$ cat config.mk
export PLATFORM = sky130hd
export DESIGN_NAME = fanout_tree_monitor_flat
export DESIGN_NICKNAME = d
export VERILOG_FILES = /design/src/rtl/fanout_mon_pkg.sv /design/src/rtl/fanout_tree_monitor_if.sv /design/src/rtl/fanout_mon_sync.sv /design/src/rtl/fanout_tree_monitor.sv /design/src/flat_wrapper.sv
export SDC_FILE = /design/constraint.sdc
export NUM_CORES = 1
export LEC_CHECK = 0
export CAP_MARGIN = 5
export CORE_MARGIN = 1
export CORE_UTILIZATION = 50
export CTS_CLUSTER_DIAMETER = 200
export CTS_CLUSTER_SIZE = 30
export DETAILED_ROUTE_END_ITERATION = 10
export PLACE_DENSITY = 0.76
export RECOVER_POWER = 100
export SYNTH_ARGS = -nofsm -noshare
export SYNTH_HDL_FRONTEND = slang
export SYNTH_SLANG_ARGS = --single-unit
$ cat constraint.sdc
create_clock -name clk -period 2.3 [get_ports clk]
set_input_delay 0.46 -clock clk [delete_from_list [all_inputs] [get_ports clk]]
set_output_delay 0.46 -clock clk [all_outputs]
set_load 0.01 [all_outputs]
$ cat src/rtl/fanout_mon_pkg.sv
// Shared types and helpers for the fanout tree monitor.
package fanout_mon_pkg;

  localparam int unsigned STATE_W = 2;

  typedef enum logic [STATE_W-1:0] {
    StIdle   = 2'd0,
    StSettle = 2'd1,
    StCheck  = 2'd2,
    StFault  = 2'd3
  } state_e;

  // Increment that sticks at max instead of wrapping.
  function automatic logic [63:0] sat_inc(input logic [63:0] val, input logic [63:0] max);
    return (val >= max) ? max : val + 64'd1;
  endfunction

endpackage

$ cat src/rtl/fanout_tree_monitor_if.sv
// Stimulus/status bundle between the fanout tree under test and its monitor.
interface fanout_tree_monitor_if
  import fanout_mon_pkg::*;
#(
  parameter int unsigned N_OUT = 20,
  parameter int unsigned CNT_W = 8
);

  logic               en;
  logic               clear_err;
  logic               tree_in;
  logic [N_OUT-1:0]   leaf;
  logic               all_ok;
  logic [N_OUT-1:0]   mismatch_vec;
  logic               err_sticky;
  logic [CNT_W-1:0]   err_count;
  logic [STATE_W-1:0] state_o;

  modport master (
    output en, clear_err, tree_in, leaf,
    input  all_ok, mismatch_vec, err_sticky, err_count, state_o
  );

  modport slave (
    input  en, clear_err, tree_in, leaf,
    output all_ok, mismatch_vec, err_sticky, err_count, state_o
  );

endinterface

$ cat src/rtl/fanout_mon_sync.sv
// Input register stage: captures the tree root and leaves and flags root edges.
module fanout_mon_sync #(
  parameter int unsigned N_OUT = 20
) (
  input  logic             clk,
  input  logic             rst,
  input  logic             tree_in,
  input  logic [N_OUT-1:0] leaf,
  output logic             in_q,
  output logic             edge_det,
  output logic [N_OUT-1:0] leaf_q
);

  logic in_qq;

  always_ff @(posedge clk or posedge rst) begin
    if (rst) begin
      in_q   <= 1'b0;
      in_qq  <= 1'b0;
      leaf_q <= '0;
    end else begin
      in_q   <= tree_in;
      in_qq  <= in_q;
      leaf_q <= leaf;
    end
  end

  assign edge_det = in_q ^ in_qq;

endmodule

$ cat src/rtl/fanout_tree_monitor.sv
// Checks every fanout leaf against the inverted root once the tree has settled,
// latching which leaves disagreed plus a sticky flag and saturating fault count.
module fanout_tree_monitor
  import fanout_mon_pkg::*;
#(
  parameter int unsigned N_OUT  = 20,
  parameter int unsigned SETTLE = 2,
  parameter int unsigned CNT_W  = 8
) (
  input logic                 clk,
  input logic                 rst,
  fanout_tree_monitor_if.slave mon
);

  localparam logic [3:0]       SettleRld = 4'(SETTLE - 1);
  localparam logic [CNT_W-1:0] CntMax    = '1;

  logic             in_q;
  logic             edge_det;
  logic [N_OUT-1:0] leaf_q;
  logic [N_OUT-1:0] diff;

  state_e           state_q, state_d;
  logic [3:0]       settle_q, settle_d;
  logic             all_ok_q, all_ok_d;
  logic [N_OUT-1:0] mm_q, mm_d;
  logic             sticky_q, sticky_d;
  logic [CNT_W-1:0] cnt_q, cnt_d;

  fanout_mon_sync #(
    .N_OUT(N_OUT)
  ) u_sync (
    .clk     (clk),
    .rst     (rst),
    .tree_in (mon.tree_in),
    .leaf    (mon.leaf),
    .in_q    (in_q),
    .edge_det(edge_det),
    .leaf_q  (leaf_q)
  );

  // Leaves are inverters, so each one should read the complement of the root.
  assign diff = leaf_q ^ {N_OUT{~in_q}};

  always_comb begin
    state_d  = state_q;
    settle_d = settle_q;
    all_ok_d = all_ok_q;
    mm_d     = mm_q;
    sticky_d = sticky_q;
    cnt_d    = cnt_q;

    if (mon.clear_err) begin
      mm_d     = '0;
      sticky_d = 1'b0;
      cnt_d    = '0;
    end

    if (!mon.en) begin
      state_d  = StIdle;
      all_ok_d = 1'b0;
    end else begin
      unique case (state_q)
        StIdle: begin
          all_ok_d = 1'b0;
          state_d  = StSettle;
          settle_d = SettleRld;
        end
        StSettle: begin
          all_ok_d = 1'b0;
          if (edge_det) begin
            settle_d = SettleRld;
          end else if (settle_q == 4'd0) begin
            state_d = StCheck;
          end else begin
            settle_d = settle_q - 4'd1;
          end
        end
        StCheck: begin
          if (edge_det) begin
            state_d  = StSettle;
            settle_d = SettleRld;
            all_ok_d = 1'b0;
          end else if (diff != '0) begin
            state_d  = StFault;
            mm_d     = diff;
            sticky_d = 1'b1;
            cnt_d    = CNT_W'(sat_inc(64'(cnt_d), 64'(CntMax)));
            all_ok_d = 1'b0;
          end else begin
            all_ok_d = 1'b1;
          end
        end
        StFault: begin
          // Outputs freeze here; only clear_err (or en/rst) gets us out.
          if (mon.clear_err) begin
            state_d  = StSettle;
            settle_d = SettleRld;
          end
        end
      endcase
    end
  end

  always_ff @(posedge clk or posedge rst) begin
    if (rst) begin
      state_q  <= StIdle;
      settle_q <= 4'd0;
      all_ok_q <= 1'b0;
      mm_q     <= '0;
      sticky_q <= 1'b0;
      cnt_q    <= '0;
    end else begin
      state_q  <= state_d;
      settle_q <= settle_d;
      all_ok_q <= all_ok_d;
      mm_q     <= mm_d;
      sticky_q <= sticky_d;
      cnt_q    <= cnt_d;
    end
  end

  assign mon.all_ok       = all_ok_q;
  assign mon.mismatch_vec = mm_q;
  assign mon.err_sticky   = sticky_q;
  assign mon.err_count    = cnt_q;
  assign mon.state_o      = state_q;

endmodule

$ cat src/flat_wrapper.sv
// flat-port wrapper written by rule: the top's interface ports become plain ports
module fanout_tree_monitor_flat import fanout_mon_pkg::*;
#(
  parameter int unsigned N_OUT  = 20,
  parameter int unsigned SETTLE = 2,
  parameter int unsigned CNT_W  = 8
)
  (clk, rst, mon_en, mon_clear_err, mon_tree_in, mon_leaf, mon_all_ok, mon_mismatch_vec, mon_err_sticky, mon_err_count, mon_state_o);
  fanout_tree_monitor_if #(.N_OUT(N_OUT), .CNT_W(CNT_W)) mon_i ();
  input logic clk;
  input logic rst;
  input wire logic [$bits(mon_i.en)-1:0] mon_en;
  input wire logic [$bits(mon_i.clear_err)-1:0] mon_clear_err;
  input wire logic [$bits(mon_i.tree_in)-1:0] mon_tree_in;
  input wire logic [$bits(mon_i.leaf)-1:0] mon_leaf;
  output wire logic [$bits(mon_i.all_ok)-1:0] mon_all_ok;
  output wire logic [$bits(mon_i.mismatch_vec)-1:0] mon_mismatch_vec;
  output wire logic [$bits(mon_i.err_sticky)-1:0] mon_err_sticky;
  output wire logic [$bits(mon_i.err_count)-1:0] mon_err_count;
  output wire logic [$bits(mon_i.state_o)-1:0] mon_state_o;
  assign mon_i.en = mon_en;
  assign mon_i.clear_err = mon_clear_err;
  assign mon_i.tree_in = mon_tree_in;
  assign mon_i.leaf = mon_leaf;
  assign mon_all_ok = mon_i.all_ok;
  assign mon_mismatch_vec = mon_i.mismatch_vec;
  assign mon_err_sticky = mon_i.err_sticky;
  assign mon_err_count = mon_i.err_count;
  assign mon_state_o = mon_i.state_o;
  fanout_tree_monitor #(.N_OUT(N_OUT), .SETTLE(SETTLE), .CNT_W(CNT_W)) u_core (.clk(clk), .rst(rst), .mon(mon_i));
endmodule
==> parameters.txt <==
Parameter                              Value

Job
  Number of violations of the max-capacitance limit ... 0

CTS
  CTS max path bufs ... 2
  Num CTS Buffers ... 9
  Maximum level of the CTS H-tree ... 3
  Clock tree sinks ... 58
  Clock transition at the register clock pins on the worst setup and hold paths after CTS ... 60 ps
  Latest clock arrival within the worst-skew pair ... 340 ps
  Root cell of the clock tree ... sky130_fd_sc_hd__clkbuf_8
  Clock tree from TritonCTS ... built
  CTS Hold Bufs ... 0

STA
  Post-route clock period utilization ... a little over nine tenths
  Headroom to the max-slew limit ... 8.720%
  Worst hold margin ... approximately 510 ps
  Achievable clock frequency ... 444.6 MHz
  Worst clock skew on the final layout ... about 7.9 ps
  Slew at the pin with the worst max-slew slack ... 1369 ps
  Count of final max-slew check failures ... 0
  Final Setup Violations ... 0
  Fin Setup TNS ... 0 ps
  Hold violation count in the final report ... 0
  Minimum period implied by the final worst setup slack ... 2249 ps

Drt
  Via density per instance ... 5.403
  Total routed wirelength ... around 5700 µm
  Via Count ... 2,026
  Routed length per placed instance ... 15.25 µm
  Number of detailed-routing iterations run before antenna repair ... 4
  Number of remaining DRC errors ... 0
  Post-DRT Antenna Nets ... 0
  Initial DRC count ... 98

Logic synthesis
  Post-synthesis cell count ... 227
  Post-synthesis net count ... ~260
  Yosys warns ... 0
  Adder-cell area share of the yosys netlist ... roughly 2.8%
  Mux cell area share after synthesis ... 3.585%
  Number of library cell types mapped by synthesis ... 38
  Combinational family with the most area after synthesis ... simple AND/OR/NAND/NOR gates
  Dominant cells by area after synthesis ... sky130_fd_sc_hd__dfrtp_1 55%, sky130_fd_sc_hd__or3b_1 6.6%, sky130_fd_sc_hd__xor2_1 6.6%
  Yosys top cell area share ... 54.72%
  Compound-Gate Fraction of Synth Area ... around 10%
  Leading area contributor after synthesis ... sky130_fd_sc_hd__dfrtp_1
  Xor-xnor portion of the synthesized cell area ... 8.255%
  Synth Cell Area ... 2653 µm²
  Sequential-to-total area share from yosys stat ... 54.72%
  Mean Syn Cell Area ... 11.69 µm²
  Simple-Gate Fraction of Synth Area ... 16.51%
  Number of synthesized register bits ... 58

Global route
  Number of antenna violations at the first check in global routing ... 0
  Via count of the first global-routing pass ... about 2,000
  Maximum number of pins on one net before global-route repair ... between 50 and 60
  Global-route wire length before repair ... 9328 µm
  Global routing met3 resource utilization ... approximately 4.3%
  Busiest metal layer after global routing ... met2
  Met2 Track Usage GR ... 35.14%
  Residual overflow from global routing ... 0
  Met1 GRT Util ... 30.91%
  Global Route Usage Sum ... 22.86%

Cells and area
  Final design utilization ... 70.31%
  Antenna cell count ... 0
  Total non-filler cell area in the finished layout ... 3591 µm²
  Area Growth Syn to Fin ... 35.38%
  Share of post-route cells with drive strength above 1 ... a little under an eighth
  Fill cell instance count of the final layout ... 386
  Final Net Count ... 331

Placed design
  Port Buffer Count ... 56
  Final weighted congestion in routability-driven placement ... about 0.8
  HPWL after detailed placement ... approximately 3800 µm
  Cell area after placement ... 3372 µm²

Worst hold path
  Kind of path behind the tightest hold check ... reg -> reg

Floorplanning
  Die Area ... 5600 µm²
  Number of top-level pins ... 57
  Row count ... 26
  Core ar. ... 5107 µm²
  Starting density of the core ... 51.94%
  Die Span X ... 74.84 µm
  Vertical die dimension ... 74.84 µm

Setup path
  Data arrival time of the worst path ... about 2500 ps
  Critical path required time ... 2560 ps
  Element type at the critical path start ... flip-flop
  Largest driver fanout on the critical path ... 12
  Kind of end point of the critical path ... flip-flop
  Class of the most critical setup path ... reg -> reg

Power
  Static Leak ... around 1.6 nW
  Worst IR drop on VDD ... between 0.5 and 0.6 mV
  Overall power ... 2.527 mW
  Power density cells ... 703.7 nW/µm²

Run status
  Result of the run ... complete, no violations
power breakdown:
part / internal [mW] / switching [mW] / total, mW
registers: 1.10 / 0.0589 / 1.16
clock network: 0.559 / 0.380 / 0.939
logic: 0.211 / 0.223 / 0.433
through the flow:
stage	cells	setup slack [ps]
CTS	373	13.70
finish	375	50.80
global placement	357	-1.622
detailed placement	357	8.423
global route	375	-4.930
floorplan	227	259.7
critical path: stages (launching register included):
cell and delay [ps]:
sky130_fd_sc_hd__dfrtp_1 340, sky130_fd_sc_hd__buf_4 150, sky130_fd_sc_hd__or4b_1 470, sky130_fd_sc_hd__mux2i_2 230
sky130_fd_sc_hd__and4_4 320, sky130_fd_sc_hd__a21oi_2 170, sky130_fd_sc_hd__or3b_1 390, sky130_fd_sc_hd__o21ai_1 90
worst paths after layout:
path / startpoint / to / slack, ps / cells after the start
max reg2reg: u_core.u_sync.in_q / u_core.mon.mismatch_vec[8] / 50 / 7
min in group asynchronous: rst / u_core.u_sync.in_qq / 1050 / 3
max in group asynchronous: rst / u_core.mon.state_o[0] / 430 / 3
min reg2reg: u_core.mon.all_ok / u_core.mon.all_ok / 510 / 2
max: u_core.u_sync.in_q / u_core.mon.mismatch_vec[8] / 50 / 7
min: u_core.mon.all_ok / u_core.mon.all_ok / 510 / 2
placed cells by master (no fill, tap or decap), drive strengths merged, types with 3 or more instances in the layout:
| master | instances |
|---|---|
| nand2b | 3 |
| nand3 | 5 |
| clkbuf | 17 |
| or4b | 5 |
| xor2 | 20 |
| a21oi | 6 |
| buf | 12 |
| o21ai | 24 |
| dfrtp | 58 |
| ha | 6 |
| xnor2 | 5 |
| mux2i | 6 |
| nand4b | 6 |
| nand2 | 10 |
| nor2 | 10 |
| dlygate4sd3 | 54 |
| or3b | 20 |
| inv | 10 |
Yosys cell counts, drive strengths merged:
master   count
or4b         5
nor4         1
a211oi       2
ha           6
clkbuf       5
inv         11
nand2b       3
dfrtp       58
or3b        20
nor2        10
a2bb2oi      1
a21oi        5
a311oi       2
a221o        1
and3         2
nand2       10
xor2        20
o22ai        1
o32ai        2
mux2i        6
mux2         2
nor3         1
xnor2        5
a41o         2
buf          5
o31ai        2
o21ai       24
nand3        5
a21boi       1
and4         1
o21a         1
nand4b       6
nor2b        1
per-layer routing:
metal	share of wire [%]	up-vias	wire (µm)
met5	0	-	0
met4	2.1	0	120
met3	3.7	13	210
met2	49	59	2827
met1	45	1000	2561
li1	-	954	-
logic make-up after synthesis:
group / Yosys count
xor gates and xnor gates: 25
and+or+nand+nor: 65
adders and majority gates: 6
muxes: 8
buffers and inverters: 21
AOI/OAI and AO/OA: 44
DFF: 58
state kept, by name (all words and copies together), names as in the netlist:
register / cells
u_core.mon.mismatch_vec: 20
u_core.u_sync.leaf_q: 20
u_core.mon.err_count: 8
u_core.settle_q: 4
u_core.mon.state_o: 2
u_core.mon.all_ok: 1
u_core.mon.err_sticky: 1
u_core.u_sync.in_q: 1
u_core.u_sync.in_qq: 1
repair_timing:
| action | in CTS | in global routing |
|---|---|---|
| pin swaps | 0 | 2 |
| resized for setup | 3 | 2 |
| endpoints found under the setup margin | 20 | 9 |
| buffers inserted | 0 | 1 |
| gates cloned | 0 | 1 |
layout make-up:
cell class	count	area, µm²	share of cell area (%)
clock inverters	2	35.03	0.9756
repair buffers	71	676.9	18.85
flip-flops and latches	58	1451	40.42
inverters	11	41.29	1.150
clock buffers	14	162.7	4.530
well taps	70	87.58	2.439
multi-input cells	149	1136	31.64
Power figures use the tool's default switching activity.
==> RTL edit: new RTL, same flow settings <==
`N_OUT` is set to 20 in 4 places; all go to 30.
--- a/src/rtl/fanout_tree_monitor_if.sv
+++ b/src/rtl/fanout_tree_monitor_if.sv
@@ -4,3 +4,3 @@
 #(
-  parameter int unsigned N_OUT = 20,
+  parameter int unsigned N_OUT = 30,
   parameter int unsigned CNT_W = 8
--- a/src/rtl/fanout_mon_sync.sv
+++ b/src/rtl/fanout_mon_sync.sv
@@ -2,3 +2,3 @@
 module fanout_mon_sync #(
-  parameter int unsigned N_OUT = 20
+  parameter int unsigned N_OUT = 30
 ) (
--- a/src/rtl/fanout_tree_monitor.sv
+++ b/src/rtl/fanout_tree_monitor.sv
@@ -5,3 +5,3 @@
 #(
-  parameter int unsigned N_OUT  = 20,
+  parameter int unsigned N_OUT  = 30,
   parameter int unsigned SETTLE = 2,
--- a/src/flat_wrapper.sv
+++ b/src/flat_wrapper.sv
@@ -3,3 +3,3 @@
 #(
-  parameter int unsigned N_OUT  = 20,
+  parameter int unsigned N_OUT  = 30,
   parameter int unsigned SETTLE = 2,
Interface: changed (resized mon_leaf and mon_mismatch_vec); port bits go from 57 to 77. No check against the original RTL was run, so the function may have changed too.
==> RTL edit against the unedited design <==
- the flow now finishes with violations (design-rule violations)
- global-route usage increased by 0.099 points
- final area grew 32%
- clock skew up 1.8 ps
- power increased by 27%
- worst setup slack lost 48 ps
- area after synthesis increased by 27%
- sequential cell count is 20 higher
- wire length is 39% higher
- first-iteration DRC count grew 63%
==> RTL edit: results (changes against the unedited design) <==
Synth
  • Mux share of post-synthesis cell area: 2.41% (-1.2 points)
  • Top cells by count, synth: 78 x dfrtp_1, 34 x nand3_1, 33 x o21ai_0
  • Count of cell types in the netlist: 39 (+2.6%)
  • Synthesized flop and latch total: 78 (+34%)
  • Syn nets: 344 (+33%)
  • Syn avg cell area: 11.1 µm² (-4.8%)
  • Post-Synth Adder-Cell Area: 2.23% (-0.60 points)
  • Synth Area in Compound Gates: 9.83% (-0.50 points)
  • Synth area leaders: dfrtp_1 58%, xor2_1 7.8%, nand3_1 5.0%
  • Mapped Area: 3370 µm² (+27%)

Power and ir drop
  • Seq pwr share: 48.2% (+2.5 points)
  • Sw frac: 26.3% (+0.17 points)
  • Net Switching: 0.848 mW (+28%)
  • Clock power frac: 33.7% (-3.4 points)
  • Leakage dissipation: 2.09 nW (+27%)

Final layout
  • Layout clock area frac: 4.29% (-1.2 points)
  • Multi-input combinational area share: 27.9% (-3.7 points)
  • Non-clk buf share: 23.7% (+4.9 points)
  • Reg area: 1950 µm² (+35%)
  • Non-clk invs: 9 (-2)
  • Layout cells sized above 1: 13.4% (+1.9 points)
  • Fillers: 440 (+14%)
  • Nets: 447 (+35%)
  • Final Util: 73.6% (+3.3 points)
  • Non-clk bufs: 110 (+55%)
  • Final std cells w/o fill: 487 (+30%)
  • Multi-input gates: 198 (+33%)
  • CLK BUF: 10 (-4)

Status
  • Status: complete, but fails checks
  • Violated checks: design-rule violations

Drt
  • Routed WL: 7.96 mm (+39%)
  • DR vias/cell: 5.42 (+0.34%)
  • WL met1: 3.51 mm (+37%)
  • Initial DRC count: 160 (+63%)
  • Met2 wire len: 3.94 mm (+39%)
  • DR DRC count: 10 (+10)
  • Routed met3 length: 352 µm (+68%)

Critical path
  • Max incr delay on CP: 540 ps (+70 ps)
  • Origin of the critical flop-to-flop path: u_core.u_sync.leaf_q[1]$_DFF_PP0_
  • Worst Reg-to-Reg Cells: 6 (-1)
  • Worst-path fanout max: 3 (-9)
  • CP arrival: 2520 ps (about the same)

Clock network
  • # resized after CTS: 1 (-2)
  • Reg clk slew, reported paths: 80 ps (+20 ps)
  • Postcts setup bufs: 1 (+1)

Global routing
  • Vias in the first global route: 2532 (+28%)
  • Met1 Use GR: 31.3% (+0.35 points)
  • Grt met3 use: 4.15% (-0.13 points)
  • Largest net degree at the start of global routing: 54 (-8.5%)
  • First-pass GRT wire length: 12.3 mm (+32%)
  • Met2 GRT Util: 37.0% (+1.8 points)

Placed design
  • GPL Wtd Cong: 0.818 (+1.4%)
  • Dpl cell area: 4380 µm² (+30%)
  • Setup slack at placement: -8.42 ps (-16.8 ps)
  • DP Cell Count: 461 (+29%)
  • Post-DP HPWL: 5.44 mm (+44%)
  • IO buf count: 76 (+36%)

STA
  • Worst slew margin: 68.6% (+60 points)
==> RTL edit: cell types whose count changed in the layout (fill, tap and decap cells not counted), moves of 6 or more <==
cell / before / now
buf_4: 11 / 26
o21ai_0: 11 / 33
o21ai_1: 13 / 1
buf_12: 1 / 7
clkdlybuf4s50_1: 2 / 44
dlygate4sd3_1: 54 / 32
or3b_1: 20 / 0
dfrtp_1: 58 / 77
xor2_1: 20 / 30
nand2_1: 9 / 16
nand3_1: 5 / 34
==> RTL edit: final timing paths <==
path / to / slack, ps
setup / recovery: u_core.mon.state_o[0]$_DFFE_PP0P_ / 3
hold / removal: u_core.mon.all_ok$_DFFE_PP0P_ / 500
setup reg to reg: u_core.mon.state_o[0]$_DFFE_PP0P_ / 3
hold reg to reg: u_core.mon.all_ok$_DFFE_PP0P_ / 500
max in group asynchronous: u_core.mon.mismatch_vec[17]$_DFF_PP0_ / 1160
min in group asynchronous: u_core.mon.mismatch_vec[4]$_DFF_PP0_ / 540
